--- src/rtl/vend_pkg.sv ---
// Shared definitions for the vending controller: FSM state codes, coin values
// and the bit positions used by every one-hot coin vector.
package vend_pkg;

  typedef logic [1:0] state_t;

  localparam state_t ST_IDLE   = 2'd0;
  localparam state_t ST_CREDIT = 2'd1;
  localparam state_t ST_VEND   = 2'd2;
  localparam state_t ST_CHANGE = 2'd3;

  localparam int unsigned VAL_PENNY   = 1;
  localparam int unsigned VAL_NICKEL  = 5;
  localparam int unsigned VAL_DIME    = 10;
  localparam int unsigned VAL_QUARTER = 25;

  // Bit index of each coin inside a 4-bit one-hot coin vector.
  typedef enum logic [1:0] {
    COIN_P = 2'd0,
    COIN_N = 2'd1,
    COIN_D = 2'd2,
    COIN_Q = 2'd3
  } coin_idx_e;

endpackage

--- src/rtl/vend_change_sel.sv ---
// Greedy change selector: picks the largest coin whose value does not exceed
// the given credit, as a one-hot select plus the matching value.
module vend_change_sel
  import vend_pkg::*;
#(
  parameter int unsigned CREDIT_W = 8
) (
  input  logic [CREDIT_W-1:0] credit,
  output logic [3:0]          coin_sel,
  output logic [CREDIT_W-1:0] coin_val
);

  // NOTE: both outputs get a default before the priority chain so no path
  // through the block leaves them unassigned, which would infer latches.
  always_comb begin
    coin_sel = '0;
    coin_val = '0;
    if (credit >= CREDIT_W'(VAL_QUARTER)) begin
      coin_sel[COIN_Q] = 1'b1;
      coin_val         = CREDIT_W'(VAL_QUARTER);
    end else if (credit >= CREDIT_W'(VAL_DIME)) begin
      coin_sel[COIN_D] = 1'b1;
      coin_val         = CREDIT_W'(VAL_DIME);
    end else if (credit >= CREDIT_W'(VAL_NICKEL)) begin
      coin_sel[COIN_N] = 1'b1;
      coin_val         = CREDIT_W'(VAL_NICKEL);
    end else if (credit != '0) begin
      coin_sel[COIN_P] = 1'b1;
      coin_val         = CREDIT_W'(VAL_PENNY);
    end
  end

endmodule

--- src/rtl/vend_ctrl.sv ---
// Coin-operated vending controller with greedy change return.
// Define VEND_PENNY_EN to accept pennies; otherwise pennies are rejected.
module vend_ctrl
  import vend_pkg::*;
#(
  parameter int unsigned PRICE      = 75,
  parameter int unsigned MAX_CREDIT = 200,
  parameter int unsigned CREDIT_W   = 8
) (
  input  logic                clk,
  input  logic                reset,
  input  logic                penny,
  input  logic                nickel,
  input  logic                dime,
  input  logic                quarter,
  input  logic                vend_req,
  input  logic                cancel,
  output logic [CREDIT_W-1:0] credit,
  output logic                dispense,
  output logic                ret_quarter,
  output logic                ret_dime,
  output logic                ret_nickel,
  output logic                ret_penny,
  output logic                coin_reject,
  output logic                busy
);

  localparam logic [CREDIT_W-1:0] PRICE_C = CREDIT_W'(PRICE);
  localparam logic [CREDIT_W-1:0] MAX_C   = CREDIT_W'(MAX_CREDIT);

`ifdef VEND_PENNY_EN
  localparam logic [3:0] RET_MASK = 4'b1111;
  logic penny_ok;
  assign penny_ok = penny;
`else
  // PRICE must be a multiple of 5 here, so change never needs a penny.
  localparam logic [3:0] RET_MASK = 4'b1110;
  logic penny_ok;
  assign penny_ok = 1'b0;
`endif

  state_t              state_q, state_d;
  logic [CREDIT_W-1:0] credit_q, credit_d;
  logic                dispense_q, dispense_d;
  logic [3:0]          ret_q, ret_d;
  logic                coin_reject_q, coin_reject_d;

  logic [CREDIT_W-1:0] coin_val;
  logic [2:0]          n_pulse;
  logic                any_pulse, multi_pulse, coin_fits;
  logic [3:0]          chg_sel;
  logic [CREDIT_W-1:0] chg_val;

  vend_change_sel #(.CREDIT_W(CREDIT_W)) u_change_sel (
    .credit   (credit_q),
    .coin_sel (chg_sel),
    .coin_val (chg_val)
  );

  always_comb begin
    coin_val = '0;
    if (quarter)       coin_val = CREDIT_W'(VAL_QUARTER);
    else if (dime)     coin_val = CREDIT_W'(VAL_DIME);
    else if (nickel)   coin_val = CREDIT_W'(VAL_NICKEL);
    else if (penny_ok) coin_val = CREDIT_W'(VAL_PENNY);
  end

  assign n_pulse     = 3'(penny) + 3'(nickel) + 3'(dime) + 3'(quarter);
  assign any_pulse   = (n_pulse != 3'd0);
  assign multi_pulse = (n_pulse > 3'd1);
  // Cannot wrap: credit never exceeds MAX_CREDIT and MAX_CREDIT + 25 fits.
  assign coin_fits   = (credit_q + coin_val) <= MAX_C;

  always_comb begin
    state_d       = state_q;
    credit_d      = credit_q;
    dispense_d    = 1'b0;
    ret_d         = '0;
    coin_reject_d = 1'b0;
    case (state_q)
      ST_IDLE, ST_CREDIT: begin
        // Leaving for VEND or CHANGE rejects any coin seen in the same cycle.
        if (state_q == ST_CREDIT && cancel) begin
          state_d       = ST_CHANGE;
          coin_reject_d = any_pulse;
        end else if (state_q == ST_CREDIT && vend_req && credit_q >= PRICE_C) begin
          state_d       = ST_VEND;
          credit_d      = credit_q - PRICE_C;
          dispense_d    = 1'b1;
          coin_reject_d = any_pulse;
        end else if (coin_val != '0 && coin_fits) begin
          state_d       = ST_CREDIT;
          credit_d      = credit_q + coin_val;
          coin_reject_d = multi_pulse;
        end else begin
          coin_reject_d = any_pulse;
        end
      end
      ST_VEND: begin
        state_d       = (credit_q != '0) ? ST_CHANGE : ST_IDLE;
        coin_reject_d = any_pulse;
      end
      ST_CHANGE: begin
        coin_reject_d = any_pulse;
        if (credit_q == '0) begin
          state_d = ST_IDLE;
        end else begin
          ret_d    = chg_sel & RET_MASK;
          credit_d = credit_q - chg_val;
        end
      end
      default: state_d = ST_IDLE;
    endcase
  end

  // NOTE: reset is sampled on the clock edge; all state, including every
  // pulse register, is cleared so an interrupted refund is simply dropped.
  // NOTE: non-blocking assignments keep every flop updating from the same
  // pre-edge values regardless of statement order.
  always_ff @(posedge clk) begin
    if (reset) begin
      state_q       <= ST_IDLE;
      credit_q      <= '0;
      dispense_q    <= 1'b0;
      ret_q         <= '0;
      coin_reject_q <= 1'b0;
    end else begin
      state_q       <= state_d;
      credit_q      <= credit_d;
      dispense_q    <= dispense_d;
      ret_q         <= ret_d;
      coin_reject_q <= coin_reject_d;
    end
  end

  assign credit      = credit_q;
  assign dispense    = dispense_q;
  assign ret_quarter = ret_q[COIN_Q];
  assign ret_dime    = ret_q[COIN_D];
  assign ret_nickel  = ret_q[COIN_N];
  assign ret_penny   = ret_q[COIN_P];
  assign coin_reject = coin_reject_q;
  assign busy        = (state_q == ST_VEND) || (state_q == ST_CHANGE);

endmodule

--- config.mk ---
export PLATFORM = sky130hd
export DESIGN_NAME = vend_ctrl
export DESIGN_NICKNAME = d
export VERILOG_FILES = /design/src/rtl/vend_pkg.sv /design/src/rtl/vend_change_sel.sv /design/src/rtl/vend_ctrl.sv
export SDC_FILE = /design/constraint.sdc
export NUM_CORES = 1
export LEC_CHECK = 0
export BUFFER_PORTS_ARGS = -buffer_cell sky130_fd_sc_hd__buf_2
export CORE_MARGIN = 10
export CORE_UTILIZATION = 28
export DETAILED_ROUTE_END_ITERATION = 7
export GPL_ROUTABILITY_DRIVEN = 0
export PLACE_DENSITY_LB_ADDON = 0.05
export SLEW_MARGIN = 25
export SYNTH_ARGS = -nofsm -noshare
export SYNTH_HDL_FRONTEND = slang
export SYNTH_SLANG_ARGS = --single-unit
export TNS_END_PERCENT = 20
--- constraint.sdc ---
create_clock -name clk -period 6.5 [get_ports clk]
set_input_delay 1.3 -clock clk [delete_from_list [all_inputs] [get_ports clk]]
set_output_delay 1.3 -clock clk [all_outputs]
set_load 0.005 [all_outputs]
== Word-level counts from Yosys, hierarchy flattened ==
Index checks and enable logic that the tools add are counted.
Operators by class
  $add $sub $neg: 6
  magnitude comparators: 6
  eq/ne operators: 8
  multiplexer cells: 26
  bitwise operators: 2
  reductions and logical operators: 20
Operators with widths (count)
  $mux W8: 8
  $pmux W8 S2: 1
  $reduce_bool A8 Y1: 2
  $mux W2: 5
  $add A8 B8 Y8: 1
  $ge A8 B3 Y1 const B: 1
  $ge A8 B4 Y1 const B: 1
  $ge A8 B5 Y1 const B: 1
  $ge A8 B7 Y1 const B: 1
  $le A8 B8 Y1 const B: 1
  $logic_not A8 Y1: 1
  $mux W1: 8
  $sub A8 B7 Y8 const B: 1
  $sub A8 B8 Y8: 1
  $ne A2 B2 Y1 const B: 3
  $pmux W2 S3: 1
  $reduce_or A2 Y1: 3
  $reduce_or A3 Y1: 2
  $reduce_or A5 Y1: 1
  $eq A2 B2 Y1 const B: 2
  $logic_and A1 B1 Y1: 4
  $mux W4: 1
  $ne A4 B4 Y1 const B: 1
  $reduce_and A4 Y1: 1
  other kinds (15): 16
Storage, ports and cells
  register bits after elaboration: 16
  input bits: 8
  output and inout port bits: 15
  logic and storage cells: 76

== Longest topological paths before layout ==
Gate-level depths: netlist of run 1.
  word-level depth: 10
  mapped depth: 16
  gate-level depth less buffers: 16

== By module ==
A second synthesis of run 1 with hierarchy kept.
Second synthesis, totals
  cell total of the unflattened synthesis: 237
  area, all modules: 1780.5 um^2
By module, submodules not included
  vend_ctrl: instances 1, cells each 211, area each 1619.1 um^2, sequential area each 300.3 um^2
  vend_change_sel: instances 1, cells each 26, area each 161.4 um^2, sequential area each 0.0 um^2

== Worst setup path before layout of run 1 ==
No wires, ideal clock.
  kind: input -> register
  start: input nickel
  end: register credit_q[5] (netlist: credit[5])
  arrival: 3.643 ns
  setup slack: 2.737 ns
  stages: 12
  path buffers: 0
  cells stage by stage: inv_1 o21ai_0 ha_1 inv_1 fa_1 xnor2_1 o32ai_1 o21bai_1 and4bb_2 o31a_1 o211ai_1 mux2_2
Between the ends
  word-level cells in the longest chain between the ends: 8
  elaborated cells on any way between the ends: 13
  classes of those cells: add/sub: 1; order compare: 1; eq/ne: 1; mux: 7; reduce/logical: 3
Ends and longest elaborated chain
  start: declaration: RTL line vend_ctrl.sv:13  | input logic nickel,
  $mux W3 (*): RTL line vend_ctrl.sv:64  | else if (nickel) coin_val = CREDIT_W'(VAL_NICKEL);
  $mux W4 (*): RTL line vend_ctrl.sv:63  | else if (dime) coin_val = CREDIT_W'(VAL_DIME);
  $mux W8 (*): RTL line vend_ctrl.sv:62  | if (quarter) coin_val = CREDIT_W'(VAL_QUARTER);
  $add A8 B8 Y8: RTL line vend_ctrl.sv:72, vend_ctrl.sv:93
  $le A8 B8 Y1 / $mux W8 (equally long branches): RTL line vend_ctrl.sv:72, vend_ctrl.sv:91
  $logic_and A1 B1 Y1 / $mux W8 (equally long branches): RTL line vend_ctrl.sv:91, vend_ctrl.sv:86
  $ne A3 B3 Y1 (no source line) / $mux W8 (equally long branches)
  $reduce_and A4 Y1 (no source line) / $pmux W8 S2 (equally long branches)
  end signal: assignment: RTL line vend_ctrl.sv:129  | credit_q <= credit_d;
  end: declaration: RTL line vend_ctrl.sv:43  | logic [CREDIT_W-1:0] credit_q, credit_d;
Mark *: on every way between the ends. The rest lies on a longest branch, timed or not. The select of a mux whose other input is x is not followed.
A chain may end at the register's enable or synchronous reset.

== Worst setup path after layout of run 1 ==
  start: register credit_q[1] (netlist: credit[1])
  end: register credit_q[5] (netlist: credit[5])
Between the ends
  word-level cells in the longest chain between the ends: 8
  elaborated cells on any way between the ends: 24
  classes of those cells: add/sub: 3; order compare: 5; eq/ne: 2; mux: 9; reduce/logical: 5
Ends and longest elaborated chain
  branches (longest 8 deep; another with $ge A8 B3 Y1)
Parallel ways; which one is timed is not known. The select of a mux whose other input is x is not followed.

==> impl_metrics.csv, run 1 <==
group,metric,value,unit
worst_setup_path,crit_buf_inv,1,
worst_setup_path,worstRegToRegCells,14,
timing,skew,0.00703,ns
power,ir_drop,0.154,mV
clocking,hold_buffers,0,
clocking,numCtsBuffers,3,
route,postRouteAntennaNets,0,
floorplan,coreArea,0.00599,mm2
logic_synthesis,async_flop_share,0,%
logic_synthesis,yosysSeqAreaShare,17.2,%
route,drtIter0Drc,99,
floorplan,rows,28,
timing,period_share,64.3,%
timing,hold_slack,0.592,ns
clocking,htreeDepth,1,
timing,tightest_slew,0.750,ns
global_route,gr-usage-met3,2.65,%
logic_synthesis,ys_top_cells_by_area,"dfxtp_1 (17%), ha_1 (12%), mux2i_1 (5.2%)",
logic_synthesis,synth_fa_ha_area_share,15.6,%
power,p_leak,0.000832,uW
power,seqPwrFrac,21.2,%
logic_synthesis,syn_inst,225,
route,wl,5140,um
global_route,grt.met2_usage,16.7,%
global_route,grt_pass1_wl,8710,um
global_route,met1_usage,14.0,%
floorplan,num_io_pins,23,
worst_setup_path,r2r_setup_slack,2.32,ns
timing,max_freq,239,MHz
finish,diodes,0,
floorplan,start_util,29.1,%
timing,post-route-min-period,4.18,ns
power,p_int,390,uW
global_route,grt_max_degree,19,
global_route,track_usage,10.6,%
power,netSwitchingPower,387,uW
logic_synthesis,netlist.area_leader.share,17.2,%
route,viasPerCell,5.24,
placement,io_buffers,21,
worst_setup_path,critPathLaunch,"credit[1]",
worst_setup_path,arrival,4.33,ns
global_route,grt_pass1_vias,1681,
clocking,cts_tree,"done",
worst_hold_path,hold-path-cell-count,2,
floorplan,die_y,98.9,um
logic_synthesis,synth_edf_count,0,
finish,nets,265,
logic_synthesis,synth-compound-area-share,28.7,%
timing,setup_tns,0,ns
floorplan,fp.dieW,98.9,um
finish,drive_gt1_share,16.1,%
clocking,cts_buffer_depth,2,
logic_synthesis,syn_area_per_cell,7.75,um2
global_route,top_usage_layer,"met2",
worst_setup_path,cp.depth,14,
power,powerDensity,405,mW/mm2
outcome,status,"finished, final reports clean",
placement,place_hpwl,3960,um
logic_synthesis,synth_top_family_by_area,"compound AO/OA/AOI/OAI gates",
worst_setup_path,reg2reg_to,"credit[5]",
clocking,clk_pin_slew,0.08,ns
logic_synthesis,synth-simple-area-share,18.5,%
worst_setup_path,cp_slowest_stage_delay,0.57,ns
route,drc,0,
logic_synthesis,synth_cell_types,56,
worst_setup_path,crit_end,"credit[5]",
finish,areaGrowthSynthToFinish,10.2,%
worst_setup_path,worstPathCellList,"inv_1 -> ha_1 -> nand2b_1 -> o211a_1 -> nor4_1 -> nand2_1 -> ha_1 -> nor2b_1 -> o21ai_0 -> a21boi_0 -> o21ai_0 -> a22o_1 -> o211ai_1 -> mux2_2",
worst_setup_path,critPathKind,"reg -> reg",
clocking,root_buffer,"clkbuf_8",
worst_hold_path,hold_path_class,"reg -> reg",
route,vias,1631,
logic_synthesis,synth_seq_cells,15,
worst_setup_path,endpoint_kind,"register",
worst_setup_path,path_delay_family,"compound AO/OA/AOI/OAI gates",
power,sw_frac_of_total,49.8,%
logic_synthesis,yosys_warnings,0,
timing,timing.slew.headroom,49.5,%
timing,setup_viol,0,
clocking,clk_latency,0.26,ns
power,total_power,777,uW
power,pwr-share-clk,10.6,%
logic_synthesis,synthFlopType,"dfxtp_1",
flow_run,maxCapViolations,0,
route,drt_pre_antenna_iters,4,
worst_setup_path,critPathLaunchType,"register",
worst_setup_path,slowest_stage,"dfxtp_1",
logic_synthesis,synthMuxAreaShare,6.46,%
worst_setup_path,path_max_fanout,10,
logic_synthesis,netlist_area,0.00174,mm2
worst_setup_path,crit_required,6.65,ns
timing,hold_viol,0,
floorplan,dieArea,0.00978,mm2
timing,rsz0062_at_grt,"no",
global_route,overflow,0,
clocking,cts_resized,0,
power,combinationalPowerShare,68.2,%
clocking,post_cts.repair.setup_buffers,0,
global_route,antenna_found_initial,0,
worst_setup_path,r2r_start,"credit[1]",
timing,slew_violations,0,
logic_synthesis,yosys.area.top_type,"dfxtp_1",
clocking,clock-sinks,15,
route,routedWlPerCell,16.5,um
logic_synthesis,syn_nets,253,
logic_synthesis,yosys.area_share.xor_xnor,5.03,%
[cell families (layout without fill, tap and decap cells)]
logic type	after synthesis	after routing
AO/OA/AOI/OAI	74	74
adder cells (fa/ha/maj)	20	20
buffers and inverters	33	44
XOR/XNOR	10	10
flip-flops	15	15
other	1	1
multiplexers	11	11
AND/OR/NAND/NOR	61	61
[tightest hold or removal path, cell delays in order, from the launching register on]
cell and delay [ns]:
dfxtp_1 0.40, nand2_1 0.09, a21oi_1 0.05
[per-stage QoR]
stage / util [%] / setup WS, ns / area, um2 / cells
finish: 32.1 / 2.32 / 1920 / 311
global route: 32.1 / 2.04 / 1920 / 311
CTS: 32.1 / 2.36 / 1920 / 311
detailed placement: 31.3 / 2.23 / 1870 / 307
global placement: 31.3 / 2.30 / 1870 / 307
floorplan: - / 2.74 / 1740 / 225
[how the worst min path moves through the flow]
stage          startpoint          to  slack (ns)
2_1_floorplan   credit[0]   credit[0]        0.55
3_3_place_gp   state_q[1]  state_q[0]        0.60
3_5_place_dp   state_q[1]  state_q[0]        0.58
4_1_cts        state_q[1]  state_q[0]        0.59
5_1_grt         credit[0]   credit[0]        0.66
6_report       state_q[1]  state_q[0]        0.59
[sequential cells by signal (all words and copies together) (netlist names)]
name,flops
coin_reject,1
ret_q,3
state_q,2
dispense,1
credit,8
[layout make-up]
type	instances	area (um2)
clock inverters	1	5.00
well taps	75	93.8
multi-input cells	177	1300
repair buffers	22	113
flip-flops and latches	15	300
fillers	659	4070
clock buffers	3	41.3
inverters	18	67.6
[cells in the mapped netlist (2+ instances only)]
library cell  number
buf_2              6
o32ai_1            2
a21boi_0           3
nand3_1            6
nor3_1             4
a21o_1             4
mux2i_1            9
nor2_1            16
a31o_2             2
o211a_1            2
xnor2_1            7
o211ai_1           7
fa_1               3
mux2_2             2
clkbuf_1           6
nor2b_1            3
o31a_1             2
and2_4             2
dfxtp_1           15
nand2b_1           4
ha_1              17
a21oi_1           17
xor2_1             3
a311oi_1           3
nor4_1             3
o21ai_0           16
nand2_1           15
inv_1             18
[layer usage]
metal	routed length, um	share of wire [%]
met1	2580	50
met2	2340	46
met3	196	3.8
met4	21	0.41
met5	0	0
[power by group through the flow]
stage,Clock (uW),Sequential (uW),Combinational [uW]
after global placement,0,170,545
final,82.2,165,530
after floorplan,0,136,430
after detailed placement,0,168,532
after CTS,86.9,166,536
after global routing,92.5,173,608
[cells in the final DEF (no fill, tap or decap), types with 2 or more instances in the layout]
| master | n |
|---|---|
| nor4_1 | 3 |
| ha_1 | 17 |
| nor2b_1 | 3 |
| fa_1 | 3 |
| inv_1 | 18 |
| nand2_1 | 15 |
| nand3_1 | 6 |
| a311oi_1 | 3 |
| mux2_2 | 2 |
| o32ai_1 | 2 |
| xor2_1 | 3 |
| nor2_1 | 16 |
| a31o_2 | 2 |
| and2_4 | 2 |
| mux2i_1 | 9 |
| a21o_1 | 4 |
| buf_2 | 21 |
| nor3_1 | 4 |
| a21boi_0 | 3 |
| clkbuf_8 | 3 |
| o21ai_0 | 16 |
| a21oi_1 | 17 |
| o31a_1 | 2 |
| o211a_1 | 2 |
| nand2b_1 | 4 |
| xnor2_1 | 7 |
| o211ai_1 | 7 |
| dfxtp_1 | 15 |
(Power assumes the default switching activity.)
==> run 2: changes to the inputs <==
==> constraint.sdc (replaced) <==
create_clock -name clk -period 3.5 [get_ports clk]
set_input_delay 0.7 -clock clk [delete_from_list [all_inputs] [get_ports clk]]
set_output_delay 0.7 -clock clk [all_outputs]
set_load 0.005 [all_outputs]
==> run 2 against run 1 <==
Net effect: flip-flop and latch count did not move; clock power rose by 82%; non-clock buffer count rose by 15; routed wire length rose by 4.2%; hold slack got worse by 0.026 ns; critical path depth fell by 2; via count rose by 2.9%; first-iteration DRC count fell by 24%; sequential share of layout area fell by 0.83 points; worst setup slack got worse by 2.1 ns; power rose by 100%; sequential power rose by 54%; highest routed layer unchanged.
==> impl_metrics.csv, run 2 (synthesis results as in run 1) <==
group,metric,value,unit
outcome,status,"finished, final reports clean",
worst_setup_path,endpoint_kind,"register",
finish,areaGrowthSynthToFinish,16.9,%
clocking,hold_buffers,0,
timing,layout_setup_ws,0.252,ns
route,wl,5350,um
floorplan,dieArea,0.00978,mm2
floorplan,start_util,29.1,%
global_route,met1_usage,13.1,%
clocking,cts_tree,"done",
route,vias,1678,
timing,rsz0062_at_grt,"no",
global_route,grt_pass1_vias,1725,
floorplan,coreArea,0.00599,mm2
worst_setup_path,crit_buf_inv,2,
placement,dp_slack,-0.00374,ns
global_route,grt_pass1_wl,8730,um
timing,tightest_slew,0.564,ns
timing,max_freq,308,MHz
worst_hold_path,hold-path-cell-count,2,
timing,setup_tns,0,ns
worst_setup_path,arrival,3.39,ns
placement,place_hpwl,4170,um
route,drtIter0Drc,75,
floorplan,num_io_pins,23,
floorplan,fp.dieW,98.9,um
clocking,htreeDepth,1,
worst_setup_path,crit_required,3.65,ns
worst_setup_path,path_delay_family,"compound AO/OA/AOI/OAI gates",
timing,hold_viol,0,
worst_setup_path,path_max_fanout,5,
power,p_leak,0.000904,uW
global_route,overflow,0,
timing,period_share,92.8,%
route,postRouteAntennaNets,0,
global_route,grt_max_degree,19,
route,drc,0,
clocking,clk_latency,0.25,ns
worst_hold_path,worstHoldEndpoint,"credit[0]",
floorplan,die_y,98.9,um
worst_setup_path,slowest_stage,"fa_1",
finish,utilization,34.0,%
finish,nets,280,
placement,io_buffers,21,
worst_setup_path,worstPathCellList,"buf_2 -> o21ai_0 -> ha_1 -> inv_1 -> fa_1 -> nor2b_1 -> o22ai_1 -> xnor2_1 -> and4bb_2 -> o31a_1 -> o211ai_1 -> mux2_2",
clocking,numCtsBuffers,3,
floorplan,rows,28,
global_route,antenna_found_initial,0,
worst_setup_path,worstRegToRegCells,16,
clocking,root_buffer,"clkbuf_8",
worst_hold_path,hold_path_class,"reg -> reg",
worst_setup_path,r2r_setup_slack,0.31,ns
flow_run,maxCapViolations,0,
global_route,grt.met2_usage,18.0,%
timing,hold_slack,0.566,ns
worst_setup_path,cp_slowest_stage_delay,0.39,ns
clocking,clock-sinks,15,
clocking,cts_buffer_depth,2,
global_route,gr-usage-met3,3.07,%
finish,n_fill_cell,677,
route,drt_pre_antenna_iters,4,
global_route,track_usage,10.7,%
worst_setup_path,r2r_start,"credit[0]",
worst_setup_path,critPathKind,"in -> reg",
timing,slew_violations,0,
finish,drive_gt1_share,21.5,%
worst_setup_path,reg2reg_to,"credit[5]",
finish,final_cell_mix,"buf_2 (21), inv_1 (18), ha_1 (17)",
finish,largest_reg_flops,8,
worst_setup_path,critPathLaunchType,"primary input",
worst_hold_path,min_from,"credit[0]",
power,total_power,1560,uW
finish,layout_commonest_cell,"buf_2",
route,routedWlPerCell,16.4,um
clocking,clk_pin_slew,0.07,ns
timing,skew,0.00210,ns
global_route,top_usage_layer,"met2",
timing,timing.slew.headroom,62.3,%
power,ir_drop,0.266,mV
timing,post-route-min-period,3.25,ns
timing,setup_viol,0,
route,viasPerCell,5.15,
finish,diodes,0,
power,powerDensity,764,mW/mm2
run 2: cell count changes in the layout (fill, tap and decap cells not counted):
cell | previous run | this run
a21oi_1 | 17 | 16
a21oi_2 | 0 | 1
buf_4 | 1 | 16
clkbuf_1 | 0 | 1
clkinv_2 | 1 | 0
dfxtp_1 | 15 | 14
dfxtp_2 | 0 | 1
run 2: worst reg2reg max path, stage by stage (launching register included):
cell	delay, ns
dfxtp_2	0.37
inv_1	0.15
ha_1	0.19
nand2b_1	0.09
o211a_1	0.21
nor4_1	0.16
buf_4	0.17
nand2_1	0.11
ha_1	0.28
nor2b_1	0.12
o21ai_0	0.24
a21boi_0	0.13
o21ai_0	0.18
buf_4	0.16
a22o_1	0.13
o211ai_1	0.10
mux2_2	0.30
run 2: how the worst max path moves through the flow:
| stage | startpoint | endpoint | slack (ns) | cells past startpoint |
|---|---|---|---|---|
| 2_1_floorplan | credit[1] | credit[5] | 0.26 | 14 |
| 3_3_place_gp | dime | credit[5] | 0.08 | 12 |
| 3_5_place_dp | dime | credit[5] | -0.004 | 12 |
| 4_1_cts | credit[0] | credit[6] | 0.23 | 15 |
| 5_1_grt | credit[0] | credit[6] | 0.06 | 15 |
| 6_report | dime | credit[5] | 0.25 | 12 |
run 2: through the flow:
step | instances | instance area [um2]
after floorplan | 225 | 1740
after global placement | 322 | 1990
after detailed placement | 322 | 1990
after CTS | 326 | 2030
after global routing | 326 | 2040
final | 326 | 2040
run 2: layout make-up:
type | count | area, um2 | area share, %
Multi-Input combinational cell | 177 | 1300 | 64.0
Clock buffer | 4 | 45.0 | 2.21
Inverter | 18 | 67.6 | 3.32
Sequential cell | 15 | 302 | 14.8
Tap cell | 75 | 93.8 | 4.61
Timing Repair Buffer | 37 | 225 | 11.1
run 2: report_power, final:
part	switching (uW)	total (uW)	internal, uW	leakage (uW)
Clock	68.8	150	80.8	0.0000228
Combinational	623	1150	530	0.000757
Sequential	48.2	254	206	0.000123
Total	740	1560	817	0.000904
run 2: routing by layer:
layer,vias up,wire [um],part of all wire (%)
li1,856,-,-
met4,0,48,0.90
met1,791,2600,49
met3,4,239,4.5
met2,27,2470,46
met5,-,0,0
run 2: what timing repair did:
action	in CTS	in global routing
setup endpoints to repair	0	3
gates resized for setup	0	2
setup buffers	0	0
